[config.mk]
export PLATFORM = sky130hd
export DESIGN_NAME = error_fifo_mc
export DESIGN_NICKNAME = d
export VERILOG_FILES = /design/src/rtl/error_fifo_mc.sv
export SDC_FILE = /design/constraint.sdc
export NUM_CORES = 2
export LEC_CHECK = 0
export ABC_AREA = 0
export CAP_MARGIN = 30
export CORE_AREA = 2 2 531 533
export CTS_CLUSTER_DIAMETER = 40
export DETAILED_ROUTE_END_ITERATION = 10
export DIE_AREA = 0 0 533 535
export PLACE_DENSITY = 0.79
export SLEW_MARGIN = 25
export SYNTH_ARGS = -nofsm -noshare
export SYNTH_HDL_FRONTEND = slang
export SYNTH_MEMORY_MAX_BITS = 65536
export SYNTH_SLANG_ARGS = --single-unit
[constraint.sdc]
create_clock -name CLK -period 8.6 [get_ports CLK]
set_input_delay 1.72 -clock CLK [delete_from_list [all_inputs] [get_ports CLK]]
set_output_delay 1.72 -clock CLK [all_outputs]
set_load 0.03 [all_outputs]
[src/rtl/error_fifo_mc.sv]
// Multi-source error-report FIFO: one-entry capture register per source, drained
// round-robin into a RAM FIFO with a show-ahead output register and drop counting.
module error_fifo_mc #(
    parameter int NSRC      = 4,
    parameter int SW        = 32,
    parameter int TAGW      = 24,
    parameter int DEPTH_LOG = 6
) (
    input  logic                 CLK,
    input  logic                 RESET,
    input  logic [TAGW-1:0]      CPSR,
    input  logic [NSRC-1:0]      SRC_STB,
    input  logic [NSRC*SW-1:0]   SRC_ECD,
    input  logic                 ERD,
    output logic                 VALID,
    output logic [8+TAGW+SW-1:0] ECD,
    output logic [DEPTH_LOG:0]   COUNT,
    output logic                 OVF,
    output logic [15:0]          OVF_CNT,
    input  logic                 OVF_CLR
);
    localparam int EW    = 8 + TAGW + SW;
    localparam int DEPTH = 1 << DEPTH_LOG;
    localparam int PW    = (NSRC > 1) ? $clog2(NSRC) : 1;
    localparam logic [DEPTH_LOG:0] PTR_ONE = 1;

    logic [NSRC-1:0] cap_full;
    logic [NSRC-1:0] cap_lost;
    logic [NSRC-1:0] lost;
    logic [SW-1:0]   cap_payload [NSRC];
    logic [TAGW-1:0] cap_tag [NSRC];

    logic [PW-1:0]   arb_ptr;
    logic [PW-1:0]   next_ptr;
    logic            gnt_valid;
    logic [NSRC-1:0] gnt_vec;
    logic [EW-1:0]   gnt_entry;

    logic [NSRC-1:0] accept;
    logic [NSRC-1:0] drop_vec;
    logic [7:0]      drop_total;
    logic [16:0]     cnt_base;
    logic [16:0]     cnt_sum;
    logic [15:0]     cnt_next;
    logic            ovf_next;

    logic [DEPTH_LOG:0] wptr;
    logic [DEPTH_LOG:0] rptr;
    logic            ram_empty;
    logic            ram_full;
    logic            ram_wr;
    logic            out_load;
    logic [EW-1:0]   ram [DEPTH];

    // Round-robin search starting at arb_ptr; the first full capture reg wins
    always_comb begin
        int idx;
        idx       = 0;
        gnt_valid = 1'b0;
        gnt_vec   = '0;
        gnt_entry = '0;
        next_ptr  = arb_ptr;
        for (int k = 0; k < NSRC; k++) begin
            idx = int'(arb_ptr) + k;
            if (idx >= NSRC) idx = idx - NSRC;
            if (!gnt_valid && cap_full[idx]) begin
                gnt_valid    = 1'b1;
                gnt_vec[idx] = 1'b1;
                gnt_entry    = {cap_lost[idx], 7'(idx), cap_tag[idx], cap_payload[idx]};
                next_ptr     = (idx + 1 >= NSRC) ? '0 : PW'(idx + 1);
            end
        end
    end

    assign accept   = SRC_STB & (~cap_full | gnt_vec);
    assign drop_vec = SRC_STB & cap_full & ~gnt_vec;

    assign ram_empty = (wptr == rptr);
    assign ram_full  = ((wptr ^ rptr) == {1'b1, {DEPTH_LOG{1'b0}}});
    assign ram_wr    = gnt_valid & ~ram_full;
    assign out_load  = (~VALID | ERD) & ~ram_empty;

    // Capture drops plus a discarded grant all land on the counter in one cycle
    always_comb begin
        drop_total = '0;
        for (int i = 0; i < NSRC; i++) begin
            drop_total = drop_total + 8'(drop_vec[i]);
        end
        if (gnt_valid && ram_full) drop_total = drop_total + 8'd1;
    end

    assign cnt_base = OVF_CLR ? 17'd0 : {1'b0, OVF_CNT};
    assign cnt_sum  = cnt_base + {9'd0, drop_total};
    assign cnt_next = cnt_sum[16] ? 16'hFFFF : cnt_sum[15:0];
    assign ovf_next = (OVF & ~OVF_CLR) | (drop_total != 8'd0);

    always_ff @(posedge CLK) begin
        if (RESET) begin
            cap_full <= '0;
            cap_lost <= '0;
            lost     <= '0;
        end else begin
            for (int i = 0; i < NSRC; i++) begin
                if (accept[i]) begin
                    cap_full[i] <= 1'b1;
                    cap_lost[i] <= lost[i];
                    lost[i]     <= 1'b0;
                end else begin
                    if (gnt_vec[i]) cap_full[i] <= 1'b0;
                    if (drop_vec[i]) lost[i] <= 1'b1;
                end
            end
        end
    end

    // Payload and tag are only meaningful while cap_full is set, so no reset
    always_ff @(posedge CLK) begin
        for (int i = 0; i < NSRC; i++) begin
            if (accept[i]) begin
                cap_payload[i] <= SRC_ECD[i*SW +: SW];
                cap_tag[i]     <= CPSR;
            end
        end
    end

    always_ff @(posedge CLK) begin
        if (RESET) begin
            arb_ptr <= '0;
            wptr    <= '0;
            OVF     <= 1'b0;
            OVF_CNT <= '0;
        end else begin
            if (gnt_valid) arb_ptr <= next_ptr;
            if (ram_wr) wptr <= wptr + PTR_ONE;
            OVF     <= ovf_next;
            OVF_CNT <= cnt_next;
        end
    end

    always_ff @(posedge CLK) begin
        if (ram_wr) ram[wptr[DEPTH_LOG-1:0]] <= gnt_entry;
    end

    // The output register doubles as the RAM read register, giving show-ahead data
    always_ff @(posedge CLK) begin
        if (RESET) begin
            VALID <= 1'b0;
            ECD   <= '0;
            rptr  <= '0;
        end else if (out_load) begin
            ECD   <= ram[rptr[DEPTH_LOG-1:0]];
            VALID <= 1'b1;
            rptr  <= rptr + PTR_ONE;
        end else if (ERD) begin
            VALID <= 1'b0;
        end
    end

    assign COUNT = (wptr - rptr) + {{DEPTH_LOG{1'b0}}, VALID};

endmodule

# After elaboration in Yosys (flattened, before gate mapping)
# Memory sizes are Yosys's and may differ from the RTL's. A register that Yosys moved wholly into a read port is not among the register bits.
# Index checks and enable logic that the tools add are counted.
[classes]
add_sub_neg = 20
order_cmp = 16
n_eq_ne = 2
n_mux = 79
n_bitwise = 19
reduce_logical = 23
[op_table]
columns = ["op", "count"]
rows = [
  ["2-to-1 mux 64 bit", 4],
  ["adder 32 x 2 -> 32 bit, second input constant", 4],
  [">= comparator 32 x 1 -> 1 bit, second input constant", 4],
  [">= comparator 32 x 4 -> 1 bit, second input constant", 4],
  ["< comparator 32 x 4 -> 1 bit, second input constant", 4],
  ["2-to-1 mux 32 bit", 4],
  ["2-to-1 mux 1 bit", 44],
  ["2-to-1 mux 16 bit", 2],
  ["adder 16 x 8 -> 17 bit", 1],
  ["binary-select mux 1 bit (select 2 bit)", 8],
  ["2-to-1 mux 2 bit", 8],
  ["2-to-1 mux 4 bit", 4],
  ["bitwise OR 4 bit", 4],
  ["adder 7 x 1 -> 7 bit, second input constant", 2],
  ["bitwise AND 4 bit", 3],
  ["subtractor 3 x 3 -> 4 bit, second input constant", 3],
  ["nonzero test 2 bit", 5],
  [">= comparator 3 bit, second input constant", 3],
  ["demux 1 bit (select 2 bit)", 4],
  ["logical AND 1 bit", 8],
  ["NOT 4 bit", 2],
  ["nonzero test 8 bit", 1],
  ["OR reduction 2 bit", 4],
  ["adder 7 x 1 -> 7 bit", 1],
  ["19 further kinds", 28],
]
[totals]
ff_bits = 46
mem_bits_rw = 4320
inputBits = 160
output_inout_bits = 89
wordCells = 180
memories = 3
[memory_table]
columns = ["name", "depth", "word_bits", "read_ports", "rd_clocked_by_memory_dff", "write_ports", "line_no", "rtl"]
rows = [
  ["ram", 64, 64, 1, 1, 1, "53", "logic [EW-1:0] ram [DEPTH];"],
  ["cap_payload", 4, 32, 4, 0, 4, "30", "logic [SW-1:0] cap_payload [NSRC];"],
  ["cap_tag", 4, 24, 4, 0, 4, "31", "logic [TAGW-1:0] cap_tag [NSRC];"],
]

# Logic depth before layout (Yosys ltp)
[depth]
depth_word = 24
ltp_mapped = 26

# Worst setup path after synthesis
# No wires, ideal clock.
[synth_path]
path_type = "flip-flop to flip-flop"
start = "reg arb_ptr[0]"
end = "reg OVF_CNT[10]"
setup_ps = 128
arrival_time_ps = 6514
path_slack_ps = 1958
stages_incl_launch_ff = 27
path_buffers = 7
synth_period_minus_slack_ps = 6642
path_cell_list = "dfxtp_1 buf_6 buf_2 buf_2 buf_2 inv_1 ha_1 buf_2 mux4_2 nor2b_1 buf_2 a221o_1 a221o_1 or2_1 fa_1 inv_1 ha_1 fa_1 mux2_2 fa_1 a21o_1 a21oi_1 nor4_1 nand3_1 clkbuf_1 o21a_1 nor2_1"
[synth_via]
elab_chain_len = 24
elab_cells_between_ends = 74
cone_classes = "add/sub: 12; order compare: 12; mux: 34; bitwise: 5; reduce/logical: 11"
[synth_lines]
columns = ["item", "line_no", "rtl"]
rows = [
  ["from (decl)", "33", "logic [PW-1:0] arb_ptr;"],
  ["from (signal assigned)", "133", "if (gnt_valid) arb_ptr <= next_ptr;"],
  ["branches (longest 21 deep; another with >= comparator 32 x 1 -> 1 bit)", "--", ""],
  ["2-to-1 mux 5 bit *", "89", "if (gnt_valid && ram_full) drop_total = drop_total + 8'd1;"],
  ["adder 16 x 8 -> 17 bit *", "93", "assign cnt_sum = cnt_base + {9'd0, drop_total};"],
  ["2-to-1 mux 16 bit *", "94", "assign cnt_next = cnt_sum[16] ? 16'hFFFF : cnt_sum[15:0];"],
  ["to (signal assigned)", "136", "OVF_CNT <= cnt_next;"],
  ["to (decl)", "19", "output logic [15:0] OVF_CNT,"],
]
# Every way passes the cells marked *. The select of a mux whose other input is x is not followed.
# A chain may end at the register's enable or synchronous reset.

# Final worst setup path
[layout_path]
start = "reg arb_ptr[0]"
end = "reg OVF_CNT[15]"
# Same word-level chain as after synthesis.

==> metrics.md <==
| Metric | Value |
|---|---|
| Crit Path Class | flop to flop |
| Critical path arrival | about 8.2 ns |
| Hold WS | ~0.47 ns |
| Main combinational cell family by area after synthesis | multiplexers |
| Final worst slack | 1.319 ns |
| Crit start category | flop |
| Avg Cell Area, Syn | 19.85 sq um |
| Int Power | roughly 48,000 uW |
| Delay of the slowest cell on the worst path | 0.76 ns |
| Inserted Clock Buffers | approximately 460 |
| Critical Path Fanout Max | 45 |
| Register area share after synthesis | 75.53% |
| Cell area power density | 373.9 nW/um^2 |
| Pin count of the biggest net entering global routing | ~140 |
| Final Slew Violations | 0 |
| DR iter-0 viols | ~16,000 |
| PortBufs | between 200 and 250 |
| Design Area, Final | roughly 190,000 sq um |
| Sw Share | roughly a third |
| Synth warn | 0 |
| Async set or reset register ratio after synthesis | 0% |
| Ports | 249 |
| Syn Inst Count | between 8,000 and 9,000 |
| Clock-pin slew on the worst setup and hold paths | 0.06 ns |
| CTS sink count | approximately 4,200 |
| CTS Buffer Depth | 4 |
| Sequential power share | between 40 and 50% |
| HP Class | flop to flop |
| WP data required | about 9.5 ns |
| First-pass DRT Iterations | 7 |
| Slowest CP cell | dfxtp_4 |
| Final hold violation count | 0 |
| XOR/XNOR Fraction of Synth Area | less than 1% |
| Nets | a little over 9,000 |
| Chip height | between 500 and 600 um |
| ANT nets after route | 0 |
| NetSw | approximately 24,000 uW |
| Post-DP HPWL | ~250,000 um |
| # rows | about 190 |
| Worst-skew pair later-pin latency | 1.02 ns |
| Syn nets | roughly 8,600 |
| Post-synth EDFFs | a little over 4,000 |
| Post-DR wirelength/cell | 37.51 um |
| Period utilization | 84.66% |
| Actual slew at the worst max-slew pin | between 1 and 1.5 ns |
| Final setup fails | 0 |
| Htree depth | 5 |
| Post-synthesis compound-gate area fraction | under 10% |
| Commonest non-fill, non-tap cell in the layout | edfxtp_1 |
| Buf/Inv on CP | 2 |
| Initial antenna violation count | 25 |
| Most frequent cells in the layout | 4,128 x edfxtp_1, 879 x mux2i_1, 770 x mux4_2 |
| GP Congestion | just under 0.9 |
| Worst-path cell chain | inv_1 > ha_4 > mux4_2 > nor2b_4 > a221o_1 > a21oi_1 > nand2_1 > fa_1 > inv_1 > ha_1 > fa_1 > mux2_2 > ha_1 > a21o_1 > a21oi_1 > nor4_1 > nand3_1 > a41o_1 > nor2_1 |
| Slew margin rel. | between 20% and 30% |
| Mux contribution to synthesized area | between 10% and 20% |
| Root Buffer | clkbuf_16 |
| Cell area after placement | ~180,000 sq um |
| Min cycle time layout | 7.281 ns |
| Gr usage total | about 34% |
| Via count | between 90,000 and 100k |
| Post-Syn Area | around 170,000 sq um |
| Synth cell types | 75 |
| First-pass GRT wire length | 679,700 um |
| CTS tree | done |
| RSZ-0062 raised after global routing | false |
| Drc violations | 0 |
| Kind of cell adding the most delay to the critical path | adder cells |
| Die area | ~290,000 sq um |
| # hold bufs at CTS | 0 |
| Post-synthesis simple-gate area fraction | between 2 and 2.5% |
| Post-cts resize count | 0 |
| Ratio of cells with drive above 1 in the final layout | 21.96% |
| Status | finished clean |
| Core region area | roughly 280,000 sq um |
| Vias in the first global route | ~94,000 |
| Max Cap Viol | 0 |
| Peak VDD IR | ~0.00042 V |
| Setup TNS | 0 ns |
| Worst Setup End Kind | flop |
| Via/cell ratio | roughly 7.2 |
| Fmax | about 140 MHz |
| Setup WS pre-CTS | roughly 1.4 ns |
| WL final | around 500,000 um |
| Synthesized-area fraction occupied by adder cells | less than 1% |
| Total congestion overflow | 0 |
| Setup Buffers After CTS | 0 |
| Skew final | 0.1240 ns |
| Ys flop type | edfxtp_1 |
| Power share of the clock group | roughly 28% |
| Yosys reg bits | 4,235 |
| Total power | 71,650 uW |
| Die X | between 500 and 600 um |
| Pleak | between 0.06 and 0.07 uW |
| Initial Util | about 60% |
| Logic pwr share | just under 30% |
| Synthesis-to-finish area growth | 14.79% |
[metal layers]
metal | track usage [%] | vias up | share of wire [%]
li1 | - | 35878 | -
met1 | 42.39 | 47580 | 32
met2 | 53.29 | 8666 | 47
met3 | 9.686 | 1856 | 14
met4 | 19.14 | 18 | 6.4
met5 | 0 | - | 0.023
[metrics by stage]
step	utilization [%]	std cells
2_1_floorplan	-	8412
3_3_place_gp	62.71	12108
3_5_place_dp	62.97	12137
4_1_cts	68.58	12985
5_1_grt	68.71	13008
6_report	68.72	13016
[worst register-to-register path, stage by stage, from the launching register on]
cell,delay [ns]
dfxtp_4,0.76
inv_1,0.33
ha_4,0.58
mux4_2,0.50
nor2b_4,0.19
a221o_1,0.35
a21oi_1,0.41
nand2_1,0.19
fa_1,0.55
inv_1,0.04
ha_1,0.35
fa_1,0.42
mux2_2,0.29
ha_1,0.34
a21o_1,0.13
a21oi_1,0.15
nor4_1,0.59
nand3_1,0.56
a41o_1,0.40
nor2_1,0.09
[power by group through the flow]
stage               clock [uW]  combinational (uW)  sequential (uW)
detailed placement           0               19900            31100
floorplan                    0               11900            31600
global route             20900               21500            30800
global placement             0               18700            31100
CTS                      20200               20100            30700
finish                   20200               20700            30800
[logic make-up (layout without fill, tap and decap cells)]
kind of cell	after synthesis	after routing
flops	4235	4235
mux	1713	1713
compound gates	945	945
simple gates	905	905
buf+inv	556	1421
fa+ha+maj	32	32
xor+xnor	26	26
other cells	0	15
[worst paths after layout]
check	from	to	slack (ns)	cells past startpoint
worst min register to register	lost[1]	lost[1]	0.47	2
worst min-delay path	lost[1]	lost[1]	0.47	2
worst max-delay path	arb_ptr[0]	OVF_CNT[15]	1.32	19
worst max register to register	arb_ptr[0]	OVF_CNT[15]	1.32	19
[sequential cells by signal, indices dropped and copies added (netlist names)]
register	count
ram	3904
ECD	61
cap_payload	128
cap_full	4
lost	4
OVF_CNT	16
rptr	7
arb_ptr	2
OVF	1
cap_tag	96
cap_lost	4
VALID	1
wptr	7
[Yosys cell counts (25+ instances only)]
cell / count / area [sq um]
edfxtp_1: 4128 / 124000
mux2i_1: 879 / 8798
mux4_2: 771 / 17360
a22oi_1: 404 / 3033
nand2_1: 291 / 1092
clkbuf_1: 247 / 927.1
nor2_1: 229 / 859.6
nand3_1: 225 / 1126
buf_2: 154 / 770.7
dfxtp_1: 107 / 2142
o21ai_0: 106 / 530.5
o22ai_1: 79 / 494.2
a21oi_1: 73 / 365.4
o211ai_1: 66 / 495.5
buf_1: 64 / 240.2
mux2_2: 63 / 709.4
nor3_1: 58 / 290.3
buf_4: 44 / 330.3
a31oi_1: 38 / 237.7
a221oi_1: 32 / 280.3
ha_1: 28 / 350.3
inv_1: 28 / 105.1
a2111oi_0: 25 / 219.0
a211oi_1: 25 / 187.7
[area by class of cell]
cell class                      count  area, sq um
Sequential cell                  4235       126100
Timing Repair Buffer              542         5752
Tap cell                         3724         4659
Clock buffer                      542        11970
Clock inverter                    306         3671
Fill cell                       16113        87250
Multi-Input combinational cell   3621        39310
Inverter                           31        125.1
Antenna cell                       15        37.54
No activity file was read; power rests on OpenSTA's default activity.
